`src/rtl/wb_port_arbiter.sv`:
```
// Regfile write-port arbiter: pipeline writeback has priority, long-latency results queue and drain on idle cycles.
// Optional same-cycle bypass of an empty queue is enabled by defining WB_ARB_BYPASS_EN.
module wb_port_arbiter #(
   parameter int unsigned XLEN       = 32,
   parameter int unsigned DEPTH      = 2,
   parameter int unsigned STARVE_MAX = 4
) (
   input  logic            clk,
   input  logic            rst_n,
   input  logic            pipe_we,
   input  logic [4:0]      pipe_rd,
   input  logic [XLEN-1:0] pipe_wdata,
   output logic            pipe_stall,
   input  logic            ldu_valid,
   input  logic [4:0]      ldu_rd,
   input  logic [XLEN-1:0] ldu_wdata,
   output logic            ldu_ready,
   output logic [31:0]     pend_mask,
   output logic            rf_we,
   output logic [4:0]      rf_waddr,
   output logic [XLEN-1:0] rf_wdata
);

   localparam int unsigned PW = (DEPTH > 1) ? $clog2(DEPTH) : 1;
   localparam int unsigned CW = $clog2(DEPTH + 1);
   localparam int unsigned SW = $clog2(STARVE_MAX + 1);

   typedef enum logic [2:0] {
      GNT_NONE,
      GNT_FORCE,
      GNT_PIPE,
      GNT_FIFO,
      GNT_BYP
   } grant_e;

   grant_e          grant;
   logic [PW-1:0]   wr_ptr_q, wr_ptr_d;
   logic [PW-1:0]   rd_ptr_q, rd_ptr_d;
   logic [CW-1:0]   count_q, count_d;
   logic [SW-1:0]   starve_q, starve_d;
   logic [DEPTH-1:0] vld_q, vld_d;
   logic [4:0]      ent_rd_q   [DEPTH];
   logic [4:0]      ent_rd_d   [DEPTH];
   logic [XLEN-1:0] ent_data_q [DEPTH];
   logic [XLEN-1:0] ent_data_d [DEPTH];

   logic empty, full, pipe_hit, force_drain, byp, ready, push, pop;
   logic [31:0] mask;

   always_comb begin
      empty       = (count_q == '0);
      full        = (count_q == CW'(DEPTH));
      pipe_hit    = pipe_we && (pipe_rd != '0);
      force_drain = (starve_q == SW'(STARVE_MAX)) && !empty;
`ifdef WB_ARB_BYPASS_EN
      byp         = empty && !pipe_hit && ldu_valid && (ldu_rd != '0);
`else
      byp         = 1'b0;
`endif
      ready       = !full || byp;

      if (force_drain)   grant = GNT_FORCE;
      else if (pipe_hit) grant = GNT_PIPE;
      else if (!empty)   grant = GNT_FIFO;
      else if (byp)      grant = GNT_BYP;
      else               grant = GNT_NONE;

      pop  = (grant == GNT_FORCE) || (grant == GNT_FIFO);
      // x0 results are accepted but dropped; bypassed results never occupy an entry
      push = ldu_valid && ready && (ldu_rd != '0) && !byp;
   end

   always_comb begin
      pipe_stall = 1'b0;
      rf_we      = 1'b0;
      rf_waddr   = '0;
      rf_wdata   = '0;
      ldu_ready  = 1'b0;
      pend_mask  = '0;
      mask       = '0;
      for (int unsigned i = 0; i < DEPTH; i++) begin
         if (vld_q[i]) mask = mask | (32'd1 << ent_rd_q[i]);
      end
      if (rst_n) begin
         ldu_ready = ready;
         pend_mask = mask;
         unique case (grant)
            GNT_FORCE: begin
               pipe_stall = 1'b1;
               rf_we      = 1'b1;
               rf_waddr   = ent_rd_q[rd_ptr_q];
               rf_wdata   = ent_data_q[rd_ptr_q];
            end
            GNT_PIPE: begin
               rf_we    = 1'b1;
               rf_waddr = pipe_rd;
               rf_wdata = pipe_wdata;
            end
            GNT_FIFO: begin
               rf_we    = 1'b1;
               rf_waddr = ent_rd_q[rd_ptr_q];
               rf_wdata = ent_data_q[rd_ptr_q];
            end
            GNT_BYP: begin
               rf_we    = 1'b1;
               rf_waddr = ldu_rd;
               rf_wdata = ldu_wdata;
            end
            default: ;
         endcase
      end
   end

   always_comb begin
      wr_ptr_d   = wr_ptr_q;
      rd_ptr_d   = rd_ptr_q;
      count_d    = count_q;
      vld_d      = vld_q;
      ent_rd_d   = ent_rd_q;
      ent_data_d = ent_data_q;

      if (pop) begin
         vld_d[rd_ptr_q] = 1'b0;
         rd_ptr_d        = rd_ptr_q + PW'(1);
      end
      if (push) begin
         vld_d[wr_ptr_q]      = 1'b1;
         ent_rd_d[wr_ptr_q]   = ldu_rd;
         ent_data_d[wr_ptr_q] = ldu_wdata;
         wr_ptr_d             = wr_ptr_q + PW'(1);
      end
      case ({push, pop})
         2'b10:   count_d = count_q + CW'(1);
         2'b01:   count_d = count_q - CW'(1);
         default: count_d = count_q;
      endcase

      if (empty || pop)                         starve_d = '0;
      else if (starve_q != SW'(STARVE_MAX))     starve_d = starve_q + SW'(1);
      else                                      starve_d = starve_q;
   end

   always_ff @(posedge clk) begin
      if (!rst_n) begin
         wr_ptr_q <= '0;
         rd_ptr_q <= '0;
         count_q  <= '0;
         starve_q <= '0;
         vld_q    <= '0;
      end else begin
         wr_ptr_q <= wr_ptr_d;
         rd_ptr_q <= rd_ptr_d;
         count_q  <= count_d;
         starve_q <= starve_d;
         vld_q    <= vld_d;
      end
   end

   always_ff @(posedge clk) begin
      ent_rd_q   <= ent_rd_d;
      ent_data_q <= ent_data_d;
   end

endmodule

```
`config.mk`:
```
export PLATFORM = sky130hd
export DESIGN_NAME = wb_port_arbiter
export DESIGN_NICKNAME = d
export VERILOG_FILES = /design/src/rtl/wb_port_arbiter.sv
export SDC_FILE = /design/constraint.sdc
export NUM_CORES = 1
export LEC_CHECK = 0
export BUFFER_PORTS_ARGS = -buffer_cell sky130_fd_sc_hd__buf_2
export CAP_MARGIN = 5
export CORE_MARGIN = 3
export CORE_UTILIZATION = 55
export CTS_CLUSTER_SIZE = 14
export DETAILED_ROUTE_END_ITERATION = 10
export PLACE_DENSITY = 0.86
export SYNTH_ARGS = -nofsm -noshare
export SYNTH_HDL_FRONTEND = slang
export SYNTH_SLANG_ARGS = --single-unit
export TNS_END_PERCENT = 10
```
`constraint.sdc`:
```
create_clock -name clk -period 4.6 [get_ports clk]
set_input_delay 0 -clock clk [delete_from_list [all_inputs] [get_ports clk]]
set_output_delay 0 -clock clk [all_outputs]
set_load 0.05 [all_outputs]
```
==> key figures, run 1 <==
Run status
  • Status: finished, final reports clean

Routing
  • Vias per std cell: just under 6
  • Iter 0 DRT Violations: approximately 230
  • Via count: around 3900
  • Routed Antenna Nets: 0
  • DRC: 0
  • First-pass DRT Iterations: 5
  • WL final: 12.2 mm
  • Routed len/inst: between 15 and 20 um

Global routing
  • Largest net degree at the start of global routing: slightly above 40
  • GRT Overall Usage: approximately a quarter
  • First-pass GRT wire length: 18.1 mm
  • Initial antenna violation count: 0
  • GRT overflow: 0
  • Vias in the first global route: roughly 3800

Placement
  • Placement Setup Slack: 2.35 ns
  • Routability congestion estimate from global placement: around 1
  • Port bufs: between 100 and 150
  • Post-DP HPWL: 7.34 mm

Die
  • Initial Util: 57.1%
  • Die ar.: about 9000 um2
  • Core Footprint: around 7800 um2
  • Rows: 32
  • Die span in x: between 90 and 100 um
  • Top Ports: 150
  • Die Span Y: roughly 96 um

Timing
  • RSZ-0062 raised after global routing: false
  • Setup TNS: 0 ns
  • Worst Tran Pin Value: around 1.2 ns
  • Max Clock Freq: approximately 0.37 GHz
  • Final min period: ~2.7 ns
  • Clock skew: between 0.007 and 0.008 ns
  • Final setup fails: 0
  • Slew Viols, Final: 0
  • Tcrit/Tclk final: about three fifths
  • Max-slew headroom: 20.5%
  • Setup WS post-layout: approximately 1.9 ns
  • Endpoints failing hold: 0

Yosys
  • Flops & latches, synth: 83
  • Synthesized cell area: about 4400 um2
  • Synth top area share: 50.1%
  • Warnings from Yosys: 0
  • Syn_nets: between 400 and 500
  • Synth area leaders: edfxtp_1 50%, mux2_2 9.4%, a32oi_1 7.3%
  • Cell taking the most area after synthesis: edfxtp_1
  • Synth Instances: about 380
  • Post-synthesis sequential area ratio: between 50% and 60%
  • Mean post-synth cell area: 11.6 um2
  • Post-synth cell types: 41

Clock network
  • H-tree levels: 3
  • Worst-path clk slew: roughly 0.080 ns
  • CTS max path bufs: 2
  • TritonCTS clock tree: done
  • Clock sinks: 83
  • Root Driver: clkbuf_8
  • CTS Buf Count: 9
  • Post-CTS setup repair buffer count: 0
  • Clock network latency to the later pin of the worst-skew pair: ~0.35 ns

Setup path
  • Data required time of the critical path: 4.60 ns
  • Arrival @ worst endpoint: between 2 and 3 ns
  • Worst Path Class, Setup: reg2out
  • Crit. End Element: output pin
  • Worst setup SP type: register
  • Crit path max fanout: 37

Worst hold path
  • Class of the worst hold path: in2reg

Cells and area
  • FILL cells: 507
  • Final Net Count: 632
  • # diodes: 0
  • Area Growth Syn to Fin: 29.4%
  • Layout cells sized above 1: between 30% and 40%

Power
  • Pwr dens: 434 nW/um2
  • Maximum VDD drop: between 300 and 400 uV
  • Lkg Pwr: around 2.2 nW

Flow run
  • Max_cap viols: 0
## worst max-delay path: stages (launching register included)
cell and delay [ns]:
dfxtp_1 0.36, inv_1 0.05, ha_1 0.21, o211ai_1 0.11, o211a_1 0.98, a32oi_1 0.19, nor2_1 0.19, buf_2 0.29
## power by group
part,switching [W],internal (W)
sequential,0.000114,0.000970
clock,0.000248,0.000245
combinational,0.000594,0.000317
total,0.000956,0.00153
## area by class of cell
class	count	area [um2]	share of cell area (%)
Sequential cell	83	2400	41.9
Multi-Input combinational cell	261	1850	32.3
Timing Repair Buffer	189	1140	19.9
Clock buffer	10	128	2.23
Tap cell	102	128	2.23
Clock inverter	6	56.3	0.982
Inverter	7	26.3	0.458
## synthesized netlist by cell type, drive strengths merged
cell type / count
a21boi: 3
a21oi: 4
a31o: 1
a31oi: 1
a32oi: 37
and2: 5
buf: 14
clkbuf: 16
clkinv: 1
dfxtp: 9
edfxtp: 74
ha: 3
inv: 6
mux2: 37
nand2: 9
nand2b: 14
nand3: 1
nand3b: 1
nand4: 3
nand4b: 3
nor2: 79
nor2b: 2
nor3: 3
nor3b: 1
o211a: 1
o211ai: 2
o21a: 1
o21ai: 4
o22a: 17
o22ai: 4
o32a: 9
or2: 7
or3: 3
or4: 1
or4b: 1
xnor2: 3
xor2: 1
## what timing repair did
item,in CTS,in global routing
hold endpoints to repair,75,0
hold buffers,38,0
resized for setup,0,0
## registers in the layout (all words and copies together), names as in the netlist
| name | count |
|---|---|
| wr_ptr_q | 1 |
| vld_q | 2 |
| ent_rd_q | 10 |
| starve_q | 3 |
| count_q | 2 |
| rd_ptr_q | 1 |
| ent_data_q | 64 |
## logic make-up (layout without fill, tap and decap cells)
kind of cell	count (synthesis)	count (layout)	share of synthesized area, %
xor gates and xnor gates	4	4	0.791
buffers and inverters	37	212	4.49
muxes	37	37	9.40
DFF	83	83	54.2
adders and majority gates	3	3	0.847
and+or+nand+nor	133	133	14.2
AOI/OAI and AO/OA	84	84	16.1
## stage by stage
step | area (um2) | utilization (%) | hold slack [ns] | power [W] | cells
after floorplan | 4430 | - | 0.0989 | 0.00175 | 381
after CTS | 5740 | 73.8 | 0.109 | 0.00246 | 658
after global placement | 5170 | 66.6 | 0.188 | 0.00192 | 604
after global routing | 5740 | 73.8 | 0.150 | 0.00259 | 658
final | 5740 | 73.8 | 0.123 | 0.00249 | 658
after detailed placement | 5170 | 66.6 | 0.191 | 0.00195 | 604
## layout by cell type, fill, tap and decap left out, types with 2 or more instances in the layout
cell type and n:
nand4b_1 3, buf_4 2, nor2_1 77, nand2_1 9
nand4_1 3, nor2_4 2, and2_1 5, o21ai_2 2
o21ai_0 2, o32a_1 9, buf_2 149, a32oi_1 37
a21boi_0 3, clkinvlp_4 2, nor3_1 3, clkbuf_8 9
clkinv_1 4, mux2_2 37, nor2b_1 2, dfxtp_1 8
or2_2 7, ha_1 3, xnor2_1 3, edfxtp_1 74
o22ai_1 4, nand2b_1 14, or3_1 3, o22a_1 17
inv_1 6, dlygate4sd3_1 38, a21oi_1 4
## final timing paths
path / from / endpoint / slack (ns) / cells after the start
worst max-delay path: starve_q[0]$_SDFFE_PP0P_ / rf_wdata[20] / 1.86 / 7
worst min-delay path: ldu_valid / wr_ptr_q$_SDFFE_PN0N_ / 0.12 / 4
worst max register to register: starve_q[0]$_SDFFE_PP0P_ / count_q[1]$_SDFFE_PN0P_ / 2.25 / 8
worst min register to register: starve_q[0]$_SDFFE_PP0P_ / starve_q[0]$_SDFFE_PP0P_ / 0.46 / 1
## per-layer routing
layer  track usage [%]  up-vias  routed length, um
met3              5.63       44               1000
met4              13.0        0                431
met5                 0        -                  0
li1                  -     1797                  -
met2              46.0      232               6340
met1              29.3     1851               4480
Power figures use the tool's default switching activity.
==> run 2: changes to the inputs <==
--- a/config.mk
+++ b/config.mk
@@ -8,10 +8,10 @@
 export BUFFER_PORTS_ARGS = -buffer_cell sky130_fd_sc_hd__buf_2
 export CAP_MARGIN = 5
 export CORE_MARGIN = 3
-export CORE_UTILIZATION = 55
+export CORE_UTILIZATION = 46
 export CTS_CLUSTER_SIZE = 14
 export DETAILED_ROUTE_END_ITERATION = 10
-export PLACE_DENSITY = 0.86
+export PLACE_DENSITY = 0.77
 export SYNTH_ARGS = -nofsm -noshare
 export SYNTH_HDL_FRONTEND = slang
 export SYNTH_SLANG_ARGS = --single-unit
==> constraint.sdc (replaced) <==
create_clock -name clk -period 2.3 [get_ports clk]
set_input_delay 0 -clock clk [delete_from_list [all_inputs] [get_ports clk]]
set_output_delay 0 -clock clk [all_outputs]
set_load 0.05 [all_outputs]
==> run 2 against run 1 <==
Utilization decreased by 10 points. Cell count increased by 4.7%. Register-to-register slack got worse by 2.1 ns. Global-route usage decreased by 3.6 points. Largest cell class unchanged. Sequential share of layout area decreased by 1.1 points. Highest routed layer unchanged. Sequential power increased by 100%.
==> key figures, run 2 (synthesis gave the netlist of run 1 again) <==
Clock network
  • CTS max path bufs: 2
  • Clock network latency to the later pin of the worst-skew pair: 0.35 ns
  • Root Driver: clkbuf_8
  • H-tree levels: 3
  • TritonCTS clock tree: done
  • CTS Buf Count: 9
  • Worst-path clk slew: ~0.080 ns
  • Clock sinks: slightly above 80

Routing
  • Routed Antenna Nets: 0
  • Via count: roughly 3800
  • DRC: 0
  • First-pass DRT Iterations: 4
  • Vias per std cell: roughly 5.6
  • Routed len/inst: roughly 17 um
  • Iter 0 DRT Violations: around 260
  • WL final: about 12 mm

Cells and area
  • Final design utilization: 63.5%
  • Commonest cells after routing, fill and taps aside: 148 x buf_2, 77 x nor2_1, 74 x edfxtp_1
  • Final Net Count: between 600 and 700
  • Biggest regs: ent_data_q (64), ent_rd_q (10), starve_q (3)
  • Register name with the most flops: ent_data_q
  • # diodes: 0
  • Most common cell after layout, fill and taps aside: buf_2
  • Number of flip-flops in the largest register: between 60 and 70
  • Area Growth Syn to Fin: 33.1%
  • Final non-filler cell total: 689
  • Layout cells sized above 1: 40.2%

Timing
  • Max Clock Freq: approximately 0.46 GHz
  • Slew Viols, Final: 0
  • Worst Tran Pin Value: between 0.5 and 0.6 ns
  • Endpoints failing hold: 0
  • Final setup fails: 0
  • Max-slew headroom: between 60% and 70%
  • Final min period: between 2 and 2.5 ns
  • Tcrit/Tclk final: 94.7%
  • Clock skew: roughly 0.01 ns

Die
  • Die ar.: 10800 um2
  • Top Ports: 150
  • Core Footprint: ~9300 um2
  • Die Span Y: between 100 and 150 um
  • Initial Util: roughly 48%
  • Rows: 35
  • Die span in x: roughly 100 um

Flow run
  • Max_cap viols: 0

Setup path
  • Arrival @ worst endpoint: roughly 2.2 ns
  • Worst setup SP type: register
  • Crit path max fanout: 11
  • Crit. End Element: output pin
  • Worst Path Class, Setup: reg2out
  • Data required time of the critical path: 2.30 ns

Power
  • Maximum VDD drop: 638 uV
  • Lkg Pwr: ~2.3 nW
  • Pwr dens: roughly 860 nW/um2

Global routing
  • Largest net degree at the start of global routing: 41
  • First-pass GRT wire length: a little under 20 mm
  • GRT Overall Usage: roughly 22%
  • Initial antenna violation count: 0
  • Vias in the first global route: slightly below 4000
  • GRT overflow: 0

Placement
  • Port bufs: 149
  • Routability congestion estimate from global placement: 0.954
  • Cells after DPL: roughly 640
  • Post-DP HPWL: about 8.0 mm

Worst hold path
  • Class of the worst hold path: in2reg

Run status
  • Status: finished, final reports clean
==> run 2: cell count changes in the layout (fill, tap and decap cells not counted), sizes merged <==
cell,previous run,this run
buf,151,155
clkbuf,10,11
clkinv,4,3
clkinvlp,2,1
dlygate4sd3,38,37
inv,6,8
==> run 2: layout make-up <==
type | count | area (um2)
tap | 129 | 161
multi-input combinational | 261 | 1880
sequential | 83 | 2410
fill | 741 | 3390
inverter | 7 | 26.3
clock inverter | 6 | 63.8
clock buffer | 10 | 128
timing repair buffer | 193 | 1230
==> run 2: critical path: stages (launching register included) <==
cell	delay (ns)
edfxtp_1	0.55
or4b_4	0.62
o32a_1	0.31
nor2_1	0.08
buf_2	0.27
==> run 2: power breakdown <==
group | leakage (nW) | internal (W) | switching (W)
Sequential | 0.766 | 0.00194 | 0.000225
Clock | 0.0947 | 0.000505 | 0.000527
Combinational | 1.43 | 0.000698 | 0.00119
==> run 2: path summary, 6_finish.rpt <==
| check | startpoint | end | slack (ns) | cells after the start |
|---|---|---|---|---|
| setup / recovery | ent_rd_q[0]$_DFFE_PP_ | pend_mask[8] | 0.12 | 4 |
| hold / removal | rst_n | vld_q[1]$_SDFF_PN0_ | 0.04 | 2 |
| setup reg to reg | starve_q[0]$_SDFFE_PP0P_ | count_q[1]$_SDFFE_PN0P_ | 0.15 | 8 |
| hold reg to reg | starve_q[0]$_SDFFE_PP0P_ | starve_q[0]$_SDFFE_PP0P_ | 0.46 | 1 |
==> run 2: through the flow <==
stage	setup WS, ns	hold WS, ns	instance area, um2	total power [W]	TNS [ns]
after CTS	0.00256	0.0164	5870	0.00507	0
after detailed placement	0.0502	0.192	5310	0.00400	0
after global placement	0.199	0.188	5310	0.00395	0
final	0.122	0.0389	5900	0.00508	0
after global routing	-0.0193	0.0400	5900	0.00533	-0.0359
after floorplan	-0.399	0.0989	4430	0.00349	-14.77
==> run 2: routing by layer <==
layer  track usage, %  vias to the layer above  routed length, um
met3             5.40                       18                947
met5                0                        -                  0
met1             25.8                     1809               4630
li1                 -                     1806                  -
met2             40.4                      197               6230
met4             7.50                        0                215
==> run 2: repair_timing <==
item | CTS | global route
setup buffers | 0 | 0
hold buffers | 37 | 0
setup endpoints to repair | 0 | 38
gates resized for setup | 0 | 8
endpoints found under the hold margin | 74 | 0
==> run 3: changes to the inputs <==
--- a/config.mk
+++ b/config.mk
@@ -5,7 +5,7 @@
 export SDC_FILE = /design/constraint.sdc
 export NUM_CORES = 1
 export LEC_CHECK = 0
-export BUFFER_PORTS_ARGS = -buffer_cell sky130_fd_sc_hd__buf_2
+export BUFFER_PORTS_ARGS = -buffer_cell sky130_fd_sc_hd__clkbuf_2
 export CAP_MARGIN = 5
 export CORE_MARGIN = 3
 export CORE_UTILIZATION = 46
==> run 3 against run 2 <==
Worst setup slack gained 0.030 ns. Wire length shrank 7.1%. Critical path depth grew 1. Sequential power is essentially flat. Maximum frequency grew 1.4%. Via count shrank 1.3%. Final area grew 0.30%. Clock power grew 9.7%. Total power grew 1.2%.
==> key figures, run 3 (synthesis gave the netlist of run 1 again) <==
Clock network
  • Root Driver: clkbuf_8
  • TritonCTS clock tree: done
  • CTS Buf Count: 9
  • CTS max path bufs: 2
  • Worst-path clk slew: about 0.08 ns
  • Clock sinks: between 80 and 90
  • H-tree levels: 3
  • Clock network latency to the later pin of the worst-skew pair: approximately 0.35 ns

Timing
  • Fin Hold WS: just under 0.07 ns
  • Clock skew: about 0.015 ns
  • RSZ-0062 raised after global routing: false
  • Worst Tran Pin Value: around 0.56 ns
  • Max-slew headroom: approximately 62%
  • Setup TNS: 0 ns
  • Endpoints failing hold: 0
  • Tcrit/Tclk final: 93.4%
  • Final setup fails: 0
  • Final min period: between 2 and 2.5 ns
  • Slew Viols, Final: 0
  • Max Clock Freq: roughly 0.47 GHz

Cells and area
  • Biggest regs: ent_data_q (64), ent_rd_q (10), starve_q (3)
  • Register name with the most flops: ent_data_q
  • Layout cells sized above 1: 40.4%
  • Final Net Count: approximately 640
  • Most common cell after layout, fill and taps aside: clkbuf_2
  • Commonest cells after routing, fill and taps aside: 148 x clkbuf_2, 77 x nor2_1, 74 x edfxtp_1
  • # diodes: 0
  • Area Growth Syn to Fin: 33.5%
  • Number of flip-flops in the largest register: 64
  • Final non-filler cell total: between 600 and 700
  • FILL cells: 743

Routing
  • First-pass DRT Iterations: 5
  • Top Layer Used: met4
  • Routed wl met3: roughly 750 um
  • WL final: about 11 mm
  • Iter 0 DRT Violations: around 210
  • Via count: 3781
  • Metal2 WL: roughly 5.5 mm
  • Routed len/inst: between 15 and 20 um
  • Met1 Wirelength: about 4.7 mm
  • Routed Antenna Nets: 0
  • DRC: 0
  • Vias per std cell: 5.47

Placement
  • Post-DP HPWL: ~8 mm
  • Cells after DPL: approximately 640
  • Routability congestion estimate from global placement: 0.969
  • Port bufs: ~150

Die
  • Die Span Y: between 100 and 150 um
  • Die ar.: ~11000 um2
  • Rows: 35
  • Die span in x: 104 um
  • Initial Util: between 40% and 50%
  • Core Footprint: 9280 um2
  • Top Ports: 150

Power
  • Pwr dens: a little under 900 nW/um2
  • Tot Pwr: slightly above 0.005 W
  • Maximum VDD drop: about 550 uV
  • Lkg Pwr: around 2.3 nW

Global routing
  • GRT overflow: 0
  • Vias in the first global route: slightly below 4000
  • Initial antenna violation count: 0
  • First-pass GRT wire length: about 19 mm
  • Largest net degree at the start of global routing: 41
  • GRT Overall Usage: about a fifth

Setup path
  • Data required time of the critical path: 2.30 ns
  • Crit path max fanout: 7
  • Worst Path Class, Setup: reg2out
  • Worst setup SP type: register
  • Crit path cell chain: nand3b_1 -> or2_2 -> o32a_1 -> nor2_1 -> clkbuf_2
  • Crit-path max cell delay: 0.49 ns
  • Worst path slowest cell: edfxtp_1
  • Arrival @ worst endpoint: 2.15 ns
  • Crit. End Element: output pin

Worst hold path
  • Class of the worst hold path: in2reg

Run status
  • Status: finished, final reports clean

Flow run
  • Max_cap viols: 0
==> run 3: layout make-up <==
type                       count  area, um2  area share, %
clock inverter                 6       88.8           1.50
timing repair buffer         195       1230           20.9
clock buffer                  10        128           2.16
tap                          129        161           2.73
multi-input combinational    261       1870           31.6
inverter                       7       26.3          0.444
sequential                    83       2410           40.7
==> run 3: power by group <==
group	internal (W)	switching, W	total, W
clock	0.000614	0.000514	0.00113
combinational	0.000693	0.00116	0.00186
sequential	0.00194	0.000218	0.00215
==> run 3: routing by layer <==
layer	track usage, %	up-vias
met5	0	-
met4	6.74	0
met3	4.41	20
met2	37.3	168
met1	25.7	1777
li1	-	1816
==> run 3: worst paths after layout <==
path                            start                       end  slack, ns  cells past startpoint
max             ent_rd_q[3]$_DFFE_PP_             pend_mask[16]       0.15                      5
min                             rst_n       vld_q[1]$_SDFF_PN0_       0.07                      2
min reg2reg  starve_q[0]$_SDFFE_PP0P_  starve_q[0]$_SDFFE_PP0P_       0.46                      1
max reg2reg  starve_q[0]$_SDFFE_PP0P_   count_q[1]$_SDFFE_PN0P_       0.25                      8
==> run 3: stage by stage <==
stage | instance area (um2) | util [%] | setup slack [ns]
2_1_floorplan | 4430 | - | -0.399
3_3_place_gp | 5310 | 57.2 | 0.197
3_5_place_dp | 5310 | 57.2 | 0.105
4_1_cts | 5900 | 63.6 | 0.0122
5_1_grt | 5920 | 63.7 | 0.0162
6_report | 5920 | 63.7 | 0.152
==> run 3: critical path: cells and delay by family, from the launching register on <==
kind,cells,cell delay [ns]
buf+inv,1,0.28
compound gates,1,0.30
flops,1,0.49
simple gates,3,0.74
==> run 3: what timing repair did <==
item | 4_1_cts | 5_1_grt
buffers inserted | 1 | 0
hold endpoints to repair | 74 | 0
hold buffers | 37 | 0
gates resized for setup | 0 | 7
cloned | 0 | 0
pin swaps | 0 | 0
setup endpoints to repair | 25 | 38
